## src/rtl/fetch_next_pc_pkg.sv

```systemverilog
// Shared ISA definitions for the fetch stage: opcodes, instruction field
// positions and architectural register numbers.
package fetch_next_pc_pkg;

  typedef enum logic [4:0] {
    OPCODE_ALU  = 5'b00000,
    OPCODE_J    = 5'b00001,
    OPCODE_BNE  = 5'b00010,
    OPCODE_JAL  = 5'b00011,
    OPCODE_JR   = 5'b00100,
    OPCODE_ADDI = 5'b00101,
    OPCODE_BLT  = 5'b00110,
    OPCODE_SW   = 5'b00111,
    OPCODE_LW   = 5'b01000,
    OPCODE_SETX = 5'b10101,
    OPCODE_BEX  = 5'b10110
  } opcode_e;

  localparam int OPC_MSB     = 31;
  localparam int OPC_LSB     = 27;
  localparam int T_MSB       = 26;
  localparam int N_MSB       = 16;
  localparam int REG_RA      = 31;
  localparam int REG_RSTATUS = 30;

  // Branch offset field sign-extended to a full word.
  function automatic logic [31:0] sext_n(input logic [31:0] instr);
    return {{(31 - N_MSB){instr[N_MSB]}}, instr[N_MSB:0]};
  endfunction

endpackage

```

## src/rtl/fetch_next_pc_if.sv

```systemverilog
// Fetch-stage bus: instruction memory port plus the decoder-facing
// instruction/control signals.
interface fetch_next_pc_if #(
  parameter int PC_WIDTH = 12
);
  logic [PC_WIDTH-1:0] imem_addr;
  logic [31:0]         imem_q;
  logic [31:0]         instr;
  logic [PC_WIDTH-1:0] instr_pc;
  logic [PC_WIDTH-1:0] pc_plus_one;
  logic                instr_valid;
  logic                ctrl_J;
  logic                ctrl_Jal;
  logic                ctrl_Jr;
  logic                ctrl_bex;
  logic                ctrl_bne;
  logic                ctrl_blt;
  logic                cond_ne;
  logic                cond_lt;
  logic                rstatus_nz;
  logic [31:0]         jr_target;

  modport master (
    output imem_addr, instr, instr_pc, pc_plus_one, instr_valid,
    input  imem_q, ctrl_J, ctrl_Jal, ctrl_Jr, ctrl_bex, ctrl_bne, ctrl_blt,
           cond_ne, cond_lt, rstatus_nz, jr_target
  );

  modport slave (
    input  imem_addr, instr, instr_pc, pc_plus_one, instr_valid,
    output imem_q, ctrl_J, ctrl_Jal, ctrl_Jr, ctrl_bex, ctrl_bne, ctrl_blt,
           cond_ne, cond_lt, rstatus_nz, jr_target
  );
endinterface

```

## src/rtl/fetch_next_pc_next_pc_sel.sv

```systemverilog
// Redirect decision and target selection for the instruction currently
// presented to the decoder.
module next_pc_sel
  import fetch_next_pc_pkg::*;
#(
  parameter int PC_WIDTH = 12
) (
  input  logic                accept,
  input  logic [31:0]         instr,
  input  logic [PC_WIDTH-1:0] instr_pc,
  input  logic                ctrl_J,
  input  logic                ctrl_Jal,
  input  logic                ctrl_Jr,
  input  logic                ctrl_bex,
  input  logic                ctrl_bne,
  input  logic                ctrl_blt,
  input  logic                cond_ne,
  input  logic                cond_lt,
  input  logic                rstatus_nz,
  input  logic [31:0]         jr_target,
  output logic [PC_WIDTH-1:0] target,
  output logic                redirect
);

  logic [31:0]         n_sext;
  logic [PC_WIDTH-1:0] t_target;
  logic [PC_WIDTH-1:0] bt_target;
  logic                jump_taken;
  logic                branch_taken;
  logic                unused_bits;

  always_comb begin
    n_sext       = sext_n(instr);
    t_target     = instr[PC_WIDTH-1:0];
    bt_target    = instr_pc + PC_WIDTH'(1) + n_sext[PC_WIDTH-1:0];
    jump_taken   = ctrl_J | ctrl_Jal | (ctrl_bex & rstatus_nz);
    branch_taken = (ctrl_bne & cond_ne) | (ctrl_blt & cond_lt);
    redirect     = accept & (ctrl_Jr | jump_taken | branch_taken);
    // Priority resolves non-one-hot controls: jr, then absolute, then relative.
    if (ctrl_Jr)         target = jr_target[PC_WIDTH-1:0];
    else if (jump_taken) target = t_target;
    else                 target = bt_target;
  end

  assign unused_bits = ^{jr_target[31:PC_WIDTH], n_sext[31:PC_WIDTH]};

endmodule

```

## src/rtl/fetch_next_pc.sv

```systemverilog
// Fetch stage: owns the PC, drives the registered-read instruction memory
// and counts retired instructions.
module fetch_next_pc
  import fetch_next_pc_pkg::*;
#(
  parameter int                  PC_WIDTH  = 12,
  parameter logic [PC_WIDTH-1:0] RESET_PC  = '0,
  parameter int                  CNT_WIDTH = 32
) (
  input  logic                 clock,
  input  logic                 reset,
  input  logic                 stall,
  fetch_next_pc_if.master      bus,
  output logic [CNT_WIDTH-1:0] retired_count
);

  logic [PC_WIDTH-1:0]  pc_q;
  logic [PC_WIDTH-1:0]  cur_pc_q;
  logic                 valid_q;
  logic [CNT_WIDTH-1:0] cnt_q;
  logic [PC_WIDTH-1:0]  target;
  logic                 redirect;
  logic                 accept;
  logic                 hold;

  assign accept = valid_q & ~stall;
  assign hold   = valid_q & stall;

  next_pc_sel #(.PC_WIDTH(PC_WIDTH)) u_sel (
    .accept     (accept),
    .instr      (bus.imem_q),
    .instr_pc   (cur_pc_q),
    .ctrl_J     (bus.ctrl_J),
    .ctrl_Jal   (bus.ctrl_Jal),
    .ctrl_Jr    (bus.ctrl_Jr),
    .ctrl_bex   (bus.ctrl_bex),
    .ctrl_bne   (bus.ctrl_bne),
    .ctrl_blt   (bus.ctrl_blt),
    .cond_ne    (bus.cond_ne),
    .cond_lt    (bus.cond_lt),
    .rstatus_nz (bus.rstatus_nz),
    .jr_target  (bus.jr_target),
    .target     (target),
    .redirect   (redirect)
  );

  // Address the target directly so a taken redirect costs no bubble; a stall
  // re-reads the current PC so imem_q stays put.
  always_comb begin
    bus.imem_addr = pc_q;
    if (reset)         bus.imem_addr = RESET_PC;
    else if (redirect) bus.imem_addr = target;
    else if (hold)     bus.imem_addr = cur_pc_q;
  end

  always_ff @(posedge clock) begin
    if (reset) begin
      pc_q     <= RESET_PC;
      cur_pc_q <= RESET_PC;
      valid_q  <= 1'b0;
      cnt_q    <= '0;
    end else begin
      if (redirect) begin
        cur_pc_q <= target;
        pc_q     <= target + PC_WIDTH'(1);
        valid_q  <= 1'b1;
      end else if (!hold) begin
        cur_pc_q <= pc_q;
        pc_q     <= pc_q + PC_WIDTH'(1);
        valid_q  <= 1'b1;
      end
      if (accept) cnt_q <= cnt_q + CNT_WIDTH'(1);
    end
  end

  assign bus.instr       = bus.imem_q;
  assign bus.instr_pc    = cur_pc_q;
  assign bus.pc_plus_one = cur_pc_q + PC_WIDTH'(1);
  assign bus.instr_valid = valid_q;
  assign retired_count   = cnt_q;

endmodule

```

## src/flat_wrapper.sv

```systemverilog
// flat-port wrapper written by rule: the top's interface ports become plain ports
module fetch_next_pc_flat import fetch_next_pc_pkg::*;
#(
  parameter int                  PC_WIDTH  = 12,
  parameter logic [PC_WIDTH-1:0] RESET_PC  = '0,
  parameter int                  CNT_WIDTH = 32
)
  (clock, reset, stall, retired_count, bus_imem_addr, bus_instr, bus_instr_pc, bus_pc_plus_one, bus_instr_valid, bus_imem_q, bus_ctrl_J, bus_ctrl_Jal, bus_ctrl_Jr, bus_ctrl_bex, bus_ctrl_bne, bus_ctrl_blt, bus_cond_ne, bus_cond_lt, bus_rstatus_nz, bus_jr_target);
  fetch_next_pc_if #(.PC_WIDTH(PC_WIDTH)) bus_i ();
  input  logic clock;
  input  logic reset;
  input  logic stall;
  output logic [CNT_WIDTH-1:0] retired_count;
  output wire logic [$bits(bus_i.imem_addr)-1:0] bus_imem_addr;
  output wire logic [$bits(bus_i.instr)-1:0] bus_instr;
  output wire logic [$bits(bus_i.instr_pc)-1:0] bus_instr_pc;
  output wire logic [$bits(bus_i.pc_plus_one)-1:0] bus_pc_plus_one;
  output wire logic [$bits(bus_i.instr_valid)-1:0] bus_instr_valid;
  input wire logic [$bits(bus_i.imem_q)-1:0] bus_imem_q;
  input wire logic [$bits(bus_i.ctrl_J)-1:0] bus_ctrl_J;
  input wire logic [$bits(bus_i.ctrl_Jal)-1:0] bus_ctrl_Jal;
  input wire logic [$bits(bus_i.ctrl_Jr)-1:0] bus_ctrl_Jr;
  input wire logic [$bits(bus_i.ctrl_bex)-1:0] bus_ctrl_bex;
  input wire logic [$bits(bus_i.ctrl_bne)-1:0] bus_ctrl_bne;
  input wire logic [$bits(bus_i.ctrl_blt)-1:0] bus_ctrl_blt;
  input wire logic [$bits(bus_i.cond_ne)-1:0] bus_cond_ne;
  input wire logic [$bits(bus_i.cond_lt)-1:0] bus_cond_lt;
  input wire logic [$bits(bus_i.rstatus_nz)-1:0] bus_rstatus_nz;
  input wire logic [$bits(bus_i.jr_target)-1:0] bus_jr_target;
  assign bus_imem_addr = bus_i.imem_addr;
  assign bus_instr = bus_i.instr;
  assign bus_instr_pc = bus_i.instr_pc;
  assign bus_pc_plus_one = bus_i.pc_plus_one;
  assign bus_instr_valid = bus_i.instr_valid;
  assign bus_i.imem_q = bus_imem_q;
  assign bus_i.ctrl_J = bus_ctrl_J;
  assign bus_i.ctrl_Jal = bus_ctrl_Jal;
  assign bus_i.ctrl_Jr = bus_ctrl_Jr;
  assign bus_i.ctrl_bex = bus_ctrl_bex;
  assign bus_i.ctrl_bne = bus_ctrl_bne;
  assign bus_i.ctrl_blt = bus_ctrl_blt;
  assign bus_i.cond_ne = bus_cond_ne;
  assign bus_i.cond_lt = bus_cond_lt;
  assign bus_i.rstatus_nz = bus_rstatus_nz;
  assign bus_i.jr_target = bus_jr_target;
  fetch_next_pc #(.PC_WIDTH(PC_WIDTH), .RESET_PC(RESET_PC), .CNT_WIDTH(CNT_WIDTH)) u_core (.clock(clock), .reset(reset), .stall(stall), .bus(bus_i), .retired_count(retired_count));
endmodule
```

## config.mk

```make
export PLATFORM = sky130hd
export DESIGN_NAME = fetch_next_pc_flat
export DESIGN_NICKNAME = d
export VERILOG_FILES = /design/src/rtl/fetch_next_pc_pkg.sv /design/src/rtl/fetch_next_pc_if.sv /design/src/rtl/fetch_next_pc_next_pc_sel.sv /design/src/rtl/fetch_next_pc.sv /design/src/flat_wrapper.sv
export SDC_FILE = /design/constraint.sdc
export NUM_CORES = 1
export LEC_CHECK = 0
export BUFFER_PORTS_ARGS = -buffer_cell sky130_fd_sc_hd__buf_4
export CAP_MARGIN = 25
export CORE_MARGIN = 8
export CORE_UTILIZATION = 52
export DETAILED_ROUTE_END_ITERATION = 8
export PLACE_DENSITY_LB_ADDON = 0.05
export SETUP_SLACK_MARGIN = 0.05
export SYNTH_ARGS = -nofsm -noshare
export SYNTH_HDL_FRONTEND = slang
export SYNTH_HIERARCHICAL = 1
export SYNTH_SLANG_ARGS = --single-unit
```

## constraint.sdc

```tcl
create_clock -name clock -period 9.45 [get_ports clock]
set_input_delay 0 -clock clock [delete_from_list [all_inputs] [get_ports clock]]
set_output_delay 0 -clock clock [all_outputs]
set_load 0.02 [all_outputs]
```

After elaboration in Yosys (flattened, before gate mapping) --
Cells that the tools add are included.
Storage, ports and cells: register bits after elaboration 57, latch bits 0, RAM bits 0, memory bits (read-only) 0, input bits 76, output and inout port bits 101, logic and storage cells 31, memories 0
Operators by class: add/subtract/negate cells 5, multipliers 0, divide/modulo/power cells 0, order comparisons 0, eq/ne operators 1, shift operators 0, mux-type cells 9, bitwise gates (word level) 12, reduce and logical (&&, ||, !) cells 0
Operators with widths (number):
- 12-bit 2-to-1 mux | 7
- 12-bit by 1-bit adder with 12-bit output, second input constant | 3
- 32-bit by 1-bit adder with 32-bit output, second input constant | 1
- 12-bit adder | 1
- 1-bit bitwise AND | 6
- 1-bit OR | 5
- 1-bit 2-to-1 mux | 2
- 2-bit by 1-bit inequality test with 1-bit output, second input constant | 1
- 1-bit NOT | 1

Depth between registers and ports, before layout --
Gate-level depths: netlist (run 1).
word-level depth 7, depth in mapped cells 14, mapped depth without buffers 14

Hierarchy --
The synthesis (run 1) kept the hierarchy.
By module, submodules not included:
- fetch_next_pc | instances 1, cells each 400, area each 3281.9 sq um, seq. area each 1141.1 sq um
- next_pc_sel | instances 1, cells each 119, area each 789.5 sq um, seq. area each 0.0 sq um

Worst setup path before layout (run 1) --
OpenSTA, ideal clock, no wires.
path kind reg2reg, start register u_core.cur_pc_q[0] (netlist: u_core/bus.instr_pc[0]), end register u_core.pc_q[11], library setup time 0.075 ns, arrival 3.334 ns, required time 9.375 ns, setup slack 6.041 ns, cell stages (with the launch flop) 15, path buffers 0, clock period less this slack 3.409 ns, cells stage by stage dfxtp_1 inv_1 ha_1 fa_1 nor2b_1 o31a_1 o21a_1 nor3_1 o311ai_0 o21a_1 nand3_1 a222oi_1 nand3_1 xor2_1 o22ai_1
Between the ends: longest elaborated chain between the ends 6
RTL lines:
- from (decl) | RTL line fetch_next_pc.sv:18 | logic [PC_WIDTH-1:0] cur_pc_q;
- from (signal assigned) | RTL line fetch_next_pc.sv:64 | cur_pc_q <= target;
- from (signal assigned) | RTL line fetch_next_pc.sv:68 | cur_pc_q <= pc_q;
- 12-bit by 1-bit adder with 12-bit output | RTL line fetch_next_pc_next_pc_sel.sv:35 | bt_target = instr_pc + PC_WIDTH'(1) + n_sext[PC_WIDTH-1:0];
- 12-bit adder | RTL line fetch_next_pc_next_pc_sel.sv:35
- 12-bit 2-to-1 mux | RTL line fetch_next_pc_next_pc_sel.sv:41 | else if (jump_taken) target = t_target;
- 12-bit 2-to-1 mux | RTL line fetch_next_pc_next_pc_sel.sv:40 | if (ctrl_Jr) target = jr_target[PC_WIDTH-1:0];
- via u_core.target[6] | RTL line fetch_next_pc.sv:21 | logic [PC_WIDTH-1:0] target;
- 12-bit by 1-bit adder with 12-bit output | RTL line fetch_next_pc.sv:65 | pc_q <= target + PC_WIDTH'(1);
- 12-bit 2-to-1 mux | RTL line fetch_next_pc.sv:63 | if (redirect) begin
- to (signal assigned) | RTL line fetch_next_pc.sv:65
- to (signal assigned) | RTL line fetch_next_pc.sv:69 | pc_q <= pc_q + PC_WIDTH'(1);
- to (decl) | RTL line fetch_next_pc.sv:17 | logic [PC_WIDTH-1:0] pc_q;
The timed path passes the listed nets, and every way through them passes these cells. A chain may end at the register's enable or synchronous reset.

Final worst setup path (run 1) --
start register u_core.cur_pc_q[1] (netlist: u_core/bus.instr_pc[1]), end register u_core.pc_q[9]
Same word-level chain as after synthesis.

==> flow_summary.toml, run 1 <==
[clocking]
clock_insertion_delay_worst_skew_ns = 0.34
clk_pin_slew_ns = 0.07
cts_repair_resize_count = 0
clock_sink_count = 57
post_cts.repair.setup_buffers = 0
ctsLongestPathBuffers = 2
cts_hold_buf = 0
tritoncts_clock_tree = "built"
htree_num_levels = 3
tritoncts.num_buffers = 9
clock_tree.root_cell = "clkbuf_8"

[detailed_routing]
aggregate_routed_wire_length_mm = 11.3
avg_vias_per_cell = 5.56
detailedRoute.firstIterationViolations = 189
drt.antenna.violating_nets = 0
drcViolationCount = 0
detail_route.wl_per_cell_microns = 16.2
dr_total_vias = 3887
detailedRoute.firstPassIterationCount = 5

[sta]
timing.final.crit_share_pct = 42.6
slew_violations = 0
final_period_minus_worst_setup_slack_ns = 4.03
post-route-worst-setup-slack_ns = 5.42
report.final.hold_viol_count = 0
setup-violations-final = 0
max_freq_mhz = 248
setup_tns_ns = 0
grt_setup_unrepaired = "false"
max_slew_margin_pct = 40.1
timing.hold.ws_ns = 0.00000728
tightestPinTransition_ns = 0.899
skew_ns = 0.00684

[power]
switching_share_pct = 30.5
intPower_mw = 0.450
share_seq_of_total_power_pct = 40.8
standby_leakage_power_nw = 2.16
comb_power_share_pct = 23.1
pwr_density_cell_nw_per_um2 = 130
report.power.total_mw = 0.648
vdd.ir_drop.worst_uv = 132
switchingPower_mw = 0.198
pwr-share-clk_pct = 36.1

[layout]
fin_cells = 699
area_growth_syn_to_layout_pct = 22.0
postLayoutCoreUtil_pct = 65.0
post_route_cells_drive_above_1_share_pct = 24.6
num-nets-final = 683
post-route-cell-area_sq_um = 4970
num_antenna_cells = 0
nFillCells = 725

[synth]
ys_types = 55
synthTopCellsByCount = "nor2_1, dfxtp_1, nand2_1"
synthXorXnorAreaFrac_pct = 13.6
syn-instance-count = 519
postSynthRegisterBits = 57
fraction_of_post_synthesis_cell_area_in_the_top_cell_type_by_area_pct = 28.0
yosys_warnings = 6
yosys-mux-area-fraction_pct = 2.15
post_synth_fa_ha_maj_area_fraction_pct = 4.79
synth_enable_flop_cells = 0
post_synthesis_cell_area_sq_um = 4070
post_synth_and_or_nand_nor_area_fraction_pct = 25.0
synth_compound_area_share_pct = 17.1
combinational_family_with_the_most_area_after_synthesis = "simple AND/OR/NAND/NOR gates"
yosysTopAreaCell = "dfxtp_1"
synth-async-reset-ratio_pct = 0
mean_instance_size_in_the_synthesized_netlist_sq_um = 7.84
top_ff_cell_synth = "dfxtp_1"
synth.yosys.seq_area_share_pct = 28.0
syn_nets = 610
synthMostInstantiatedCell = "nor2_1"
post_synth_main_area_contributors = "dfxtp_1, xor2_1, nor2_1"

[worst_setup_path]
rr_worst_depth = 12
peak_fanout_along_the_critical_path = 8
startpoint_type = "register"
cp.required_ns = 9.70
r2r_start = "u_core/bus.instr_pc[1]"
reg2reg_slack_ns = 5.42
cp_data_arrival_time_ns = 4.27
rr_endpoint = "u_core/pc_q[9]"
timing_worst_setup_path_type = "register to register"
critPathCaptureType = "register"

[placed_design]
place_ws_ns = 5.50
gp_congestion = 0.820
dp_hpwl_mm = 8.47
dp_cells = 682
detailed_place.area_sq_um = 4750
io_buffer_count = 116

[floorplan]
placeableCoreArea_sq_um = 7650
initial_utilization_pct = 53.2
design.die.area_sq_um = 10900
die_h_microns = 104
die_width_microns = 104
row_count = 32
ios = 177

[global_routing]
gr-total-overflow = 0
grt_first_pass_wirelength_mm = 18.5
antenna_violations_before_repair = 0
grt_pass1_vias = 3798
grt_usage_pct = 20.3
grt_start_max_net_pins = 57

[flow_run]
max_cap_viol_count = 0

[min_path]
hold_path.startpoint = "bus_imem_q[28]"
worst_hold_path_type = "primary input to primary output"
worstHoldEndpoint = "bus_instr[28]"
worstHoldPathCells = 0

[status]
outcome = "finished clean"
[cells by family (layout without fill, tap and decap cells)]
group,Yosys count,count (layout)
multiplexers,8,8
XOR/XNOR,63,63
AO/OA/AOI/OAI,108,108
adder cells (fa/ha/maj),15,15
AND/OR/NAND/NOR,202,202
flip-flops,57,57
buffers and inverters,66,144
[cell type report]
type                    instances  area (sq um)  area share, %
flip-flops and latches         57          1140           23.0
repair buffers                118           886           17.8
clock inverters                 4          51.3           1.03
multi-input cells             396          2570           51.7
well taps                     102           128           2.57
clock buffers                  12           155           3.12
inverters                      10          37.5          0.755
[flip-flops by register name (all words and copies together), names as in the netlist]
register	flops
u_core/bus.instr_pc	12
u_core/pc_q	12
u_core/bus.instr_valid	1
u_core/retired_count	32
[worst max-delay path: stages (launching register included)]
cell and delay, ns:
dfxtp_1 0.50, ha_1 0.29, nor2b_1 0.14, o31a_1 0.28, o31a_1 0.31, a211oi_1 0.24, a21oi_1 0.06, o21ai_0 0.60
nand3_1 0.21, a222oi_1 0.80, a31o_1 0.23, a21oi_1 0.07, a211oi_2 0.21
[power groups by stage]
stage	logic, mW	clock network (mW)	registers (mW)
2_1_floorplan	0.108	0	0.270
3_3_place_gp	0.147	0	0.269
3_5_place_dp	0.149	0	0.270
4_1_cts	0.150	0.241	0.264
5_1_grt	0.164	0.251	0.265
6_report	0.150	0.234	0.264
[worst max path at each step]
stage	from	endpoint	slack (ns)	cells after the start
after floorplan	u_core/bus.instr_pc[0]	u_core/pc_q[11]	6.04	14
after global placement	u_core/bus.instr_pc[1]	u_core/pc_q[11]	5.58	12
after detailed placement	u_core/bus.instr_pc[1]	u_core/pc_q[9]	5.50	12
after CTS	u_core/bus.instr_pc[1]	u_core/pc_q[9]	5.44	12
after global routing	u_core/bus.instr_pc[0]	u_core/pc_q[9]	5.10	14
final	u_core/bus.instr_pc[1]	u_core/pc_q[9]	5.42	12
[layer usage]
| layer | track usage [%] | share of wire (%) | up-vias |
|---|---|---|---|
| met4 | 8.38 | 2.3 | 0 |
| met3 | 6.63 | 6.0 | 19 |
| met1 | 23.0 | 43 | 1794 |
| met5 | 0 | 0 | - |
| li1 | - | - | 1938 |
| met2 | 34.1 | 49 | 136 |
[cells in the final DEF (no fill, tap or decap), types with 5 or more instances in the layout]
cell      instances
nand3_1          18
ha_1             14
xnor2_1          22
nor2_1           65
nor2b_1           5
mux2i_1           5
o21ai_0          13
nand4_1          20
and4_1            9
o21a_1            8
clkbuf_8         11
inv_1            10
o31a_1            5
dfxtp_1          57
xor2_1           41
nand2_1          51
a211oi_1         10
and3_1           11
buf_4           118
a21oi_1          44
and2_1            6
(Power assumes the default switching activity.)
==> inputs of run 2 (changes only) <==
Settings changed: ABC_AREA from default to 1, CORE_UTILIZATION 52 to 45.
Clock period 9.45 ns to 3.2 ns, I/O delays scaled along.
==> run 2 against run 1 <==
Effect of this change: maximum frequency increased by 42%; critical endpoint is now u_core/pc_q[8]; final cell count increased by 30%; clock skew decreased by 0.0016 ns; register-to-register slack got worse by 5.1 ns; die area increased by 21%; synthesized cell count increased by 33%; first-iteration DRC count increased by 6.3%.
==> flow_summary.toml, run 2 <==
[layout]
post-route-cell-area_sq_um = 5320
multi_input_comb_area_sq_um = 2590
nFillCells = 1003
num_antenna_cells = 0
largest_register_ff_count = 32
regArea_sq_um = 1140
area_growth_syn_to_layout_pct = 21.2
mostFrequentLayoutCells = "nand2_1, buf_4, inv_1"
post_route_cells_drive_above_1_share_pct = 23.1
num-nets-final = 861
final_common_cell = "nand2_1"
postLayoutCoreUtil_pct = 55.2

[status]
outcome = "finished clean"

[synth]
synth.yosys.seq_area_share_pct = 26.0
yosys_warnings = 6
synthMostInstantiatedCell = "nand2_1"
fraction_of_post_synthesis_cell_area_in_the_top_cell_type_by_area_pct = 26.0
top_ff_cell_synth = "dfxtp_1"
post_synth_main_area_contributors = "dfxtp_1, nand2_1, inv_1"
postSynthRegisterBits = 57
post_synthesis_cell_area_sq_um = 4390
synthTopCellsByCount = "nand2_1, inv_1, nor2_1"
synth_enable_flop_cells = 0
syn-instance-count = 689
synth-async-reset-ratio_pct = 0
mean_instance_size_in_the_synthesized_netlist_sq_um = 6.37
yosysTopAreaCell = "dfxtp_1"
syn_nets = 780
ys_types = 37

[floorplan]
placeableCoreArea_sq_um = 9640
ios = 177
die_width_microns = 115
design.die.area_sq_um = 13200
row_count = 36
initial_utilization_pct = 45.6
die_h_microns = 115

[detailed_routing]
drt.antenna.violating_nets = 0
detailedRoute.firstPassIterationCount = 4
drcViolationCount = 0
avg_vias_per_cell = 4.95
detail_route.wl_per_cell_microns = 13.8
aggregate_routed_wire_length_mm = 12.5
detailedRoute.firstIterationViolations = 201
dr_total_vias = 4493

[sta]
max_freq_mhz = 352
timing.final.crit_share_pct = 88.7
timing.hold.ws_ns = 0.00000886
setup-violations-final = 0
max_slew_margin_pct = 53.5
final_period_minus_worst_setup_slack_ns = 2.84
grt_setup_unrepaired = "false"
slew_violations = 0
report.final.hold_viol_count = 0
tightestPinTransition_ns = 0.697
setup_tns_ns = 0
skew_ns = 0.00527

[clocking]
clock_insertion_delay_worst_skew_ns = 0.34
post_cts.repair.setup_buffers = 0
clk_pin_slew_ns = 0.06
cts_hold_buf = 0
clock_sink_count = 57
htree_num_levels = 3
tritoncts_clock_tree = "built"
clock_tree.root_cell = "clkbuf_8"
tritoncts.num_buffers = 9
cts_repair_resize_count = 0
ctsLongestPathBuffers = 2

[worst_setup_path]
crit_slowest_cell = "dfxtp_1"
timing_worst_setup_path_type = "register to register"
cp.required_ns = 3.44
critPathCaptureType = "register"
peak_fanout_along_the_critical_path = 6
startpoint_type = "register"
critical_path.most_common_cell = "nand2_1"
cp_data_arrival_time_ns = 3.08
crit_path_cell_trace = "inv_1 > ha_1 > fa_1 > nand2_1 > o21ai_0 > o21ai_0 > nand2_2 > nand2_2 > ha_1 > nand3_1 > nor2_4 > nand2_1 > nand2_1 > nand3_1 > nand2_1 > inv_1"
slowest_delay_ns = 0.44

[global_routing]
grt_usage_pct = 19.1
grt_pass1_vias = 4463
gr-total-overflow = 0
grt_start_max_net_pins = 45
antenna_violations_before_repair = 0
grt_first_pass_wirelength_mm = 20.7

[power]
standby_leakage_power_nw = 2.53
pwr_density_cell_nw_per_um2 = 370
vdd.ir_drop.worst_uv = 312
report.power.total_mw = 1.97

[min_path]
worst_hold_path_type = "primary input to primary output"

[placed_design]
dp_hpwl_mm = 9.85
detailed_place.area_sq_um = 5110
io_buffer_count = 116
gp_congestion = 0.884

[flow_run]
max_cap_viol_count = 0
[run 2: changes by cell type in the layout (fill, tap and decap cells not counted), moves of 14 or more]
cell     delta
o21ai_0    +21
inv_1      +73
nand3_1    +24
xor2_1     -23
nand2_2    +14
nand2_1   +123
[run 2: final timing paths]
check	slack (ns)	endpoint	startpoint	cells past startpoint
worst max-delay path	0.36	u_core/pc_q[8]	u_core/bus.instr_pc[0]	16
worst max register to register	0.36	u_core/pc_q[8]	u_core/bus.instr_pc[0]	16
worst min-delay path	0.000009	bus_instr[21]	bus_imem_q[21]	0
worst min register to register	0.47	u_core/pc_q[4]	u_core/pc_q[4]	2
[run 2: cells by family after synthesis]
group	after synthesis	synth area share, %
buffers and inverters	135	15.0
AOI/OAI and AO/OA	94	11.5
and+or+nand+nor	359	37.2
adders and majority gates	15	4.44
xor gates and xnor gates	29	5.78
DFF	57	26.0
[run 2: through the flow]
step,std cells,worst slack (ns)
2_1_floorplan,689,0.712
3_3_place_gp,892,0.496
3_5_place_dp,892,0.405
4_1_cts,908,0.382
5_1_grt,908,0.160
6_report,908,0.363
[run 2: per-layer routing]
metal / GRT usage, % / vias to the layer above / share of wire (%) / routed length [microns]
met5: 0 / - / 0 / 0
met4: 7.62 / 0 / 1.8 / 225
met3: 4.52 / 18 / 6.5 / 810
met2: 33.2 / 133 / 49 / 6070
met1: 22.1 / 2003 / 43 / 5380
li1: - / 2339 / - / -
[run 2: where the power goes]
part	internal, mW	leakage (nW)	switching, mW
Sequential	0.737	0.464	0.0295
Clock	0.423	0.107	0.281
Combinational	0.196	1.96	0.304
Total	1.36	2.53	0.614
[run 2: layout make-up]
type / count / share of cell area (%)
clock buffers: 14 / 3.24
clock inverters: 2 / 0.658
inverters: 87 / 6.14
multi-input cells: 497 / 48.8
flip-flops and latches: 57 / 21.4
well taps: 133 / 3.13
repair buffers: 118 / 16.6
[run 2: worst max-delay path: cells and delay by family, from the launching register on]
family                   cells  cell delay, ns
flip-flops                   1            0.44
AO/OA/AOI/OAI                2            0.37
adder cells (fa/ha/maj)      3            0.85
AND/OR/NAND/NOR              9            0.98
buffers and inverters        2            0.12
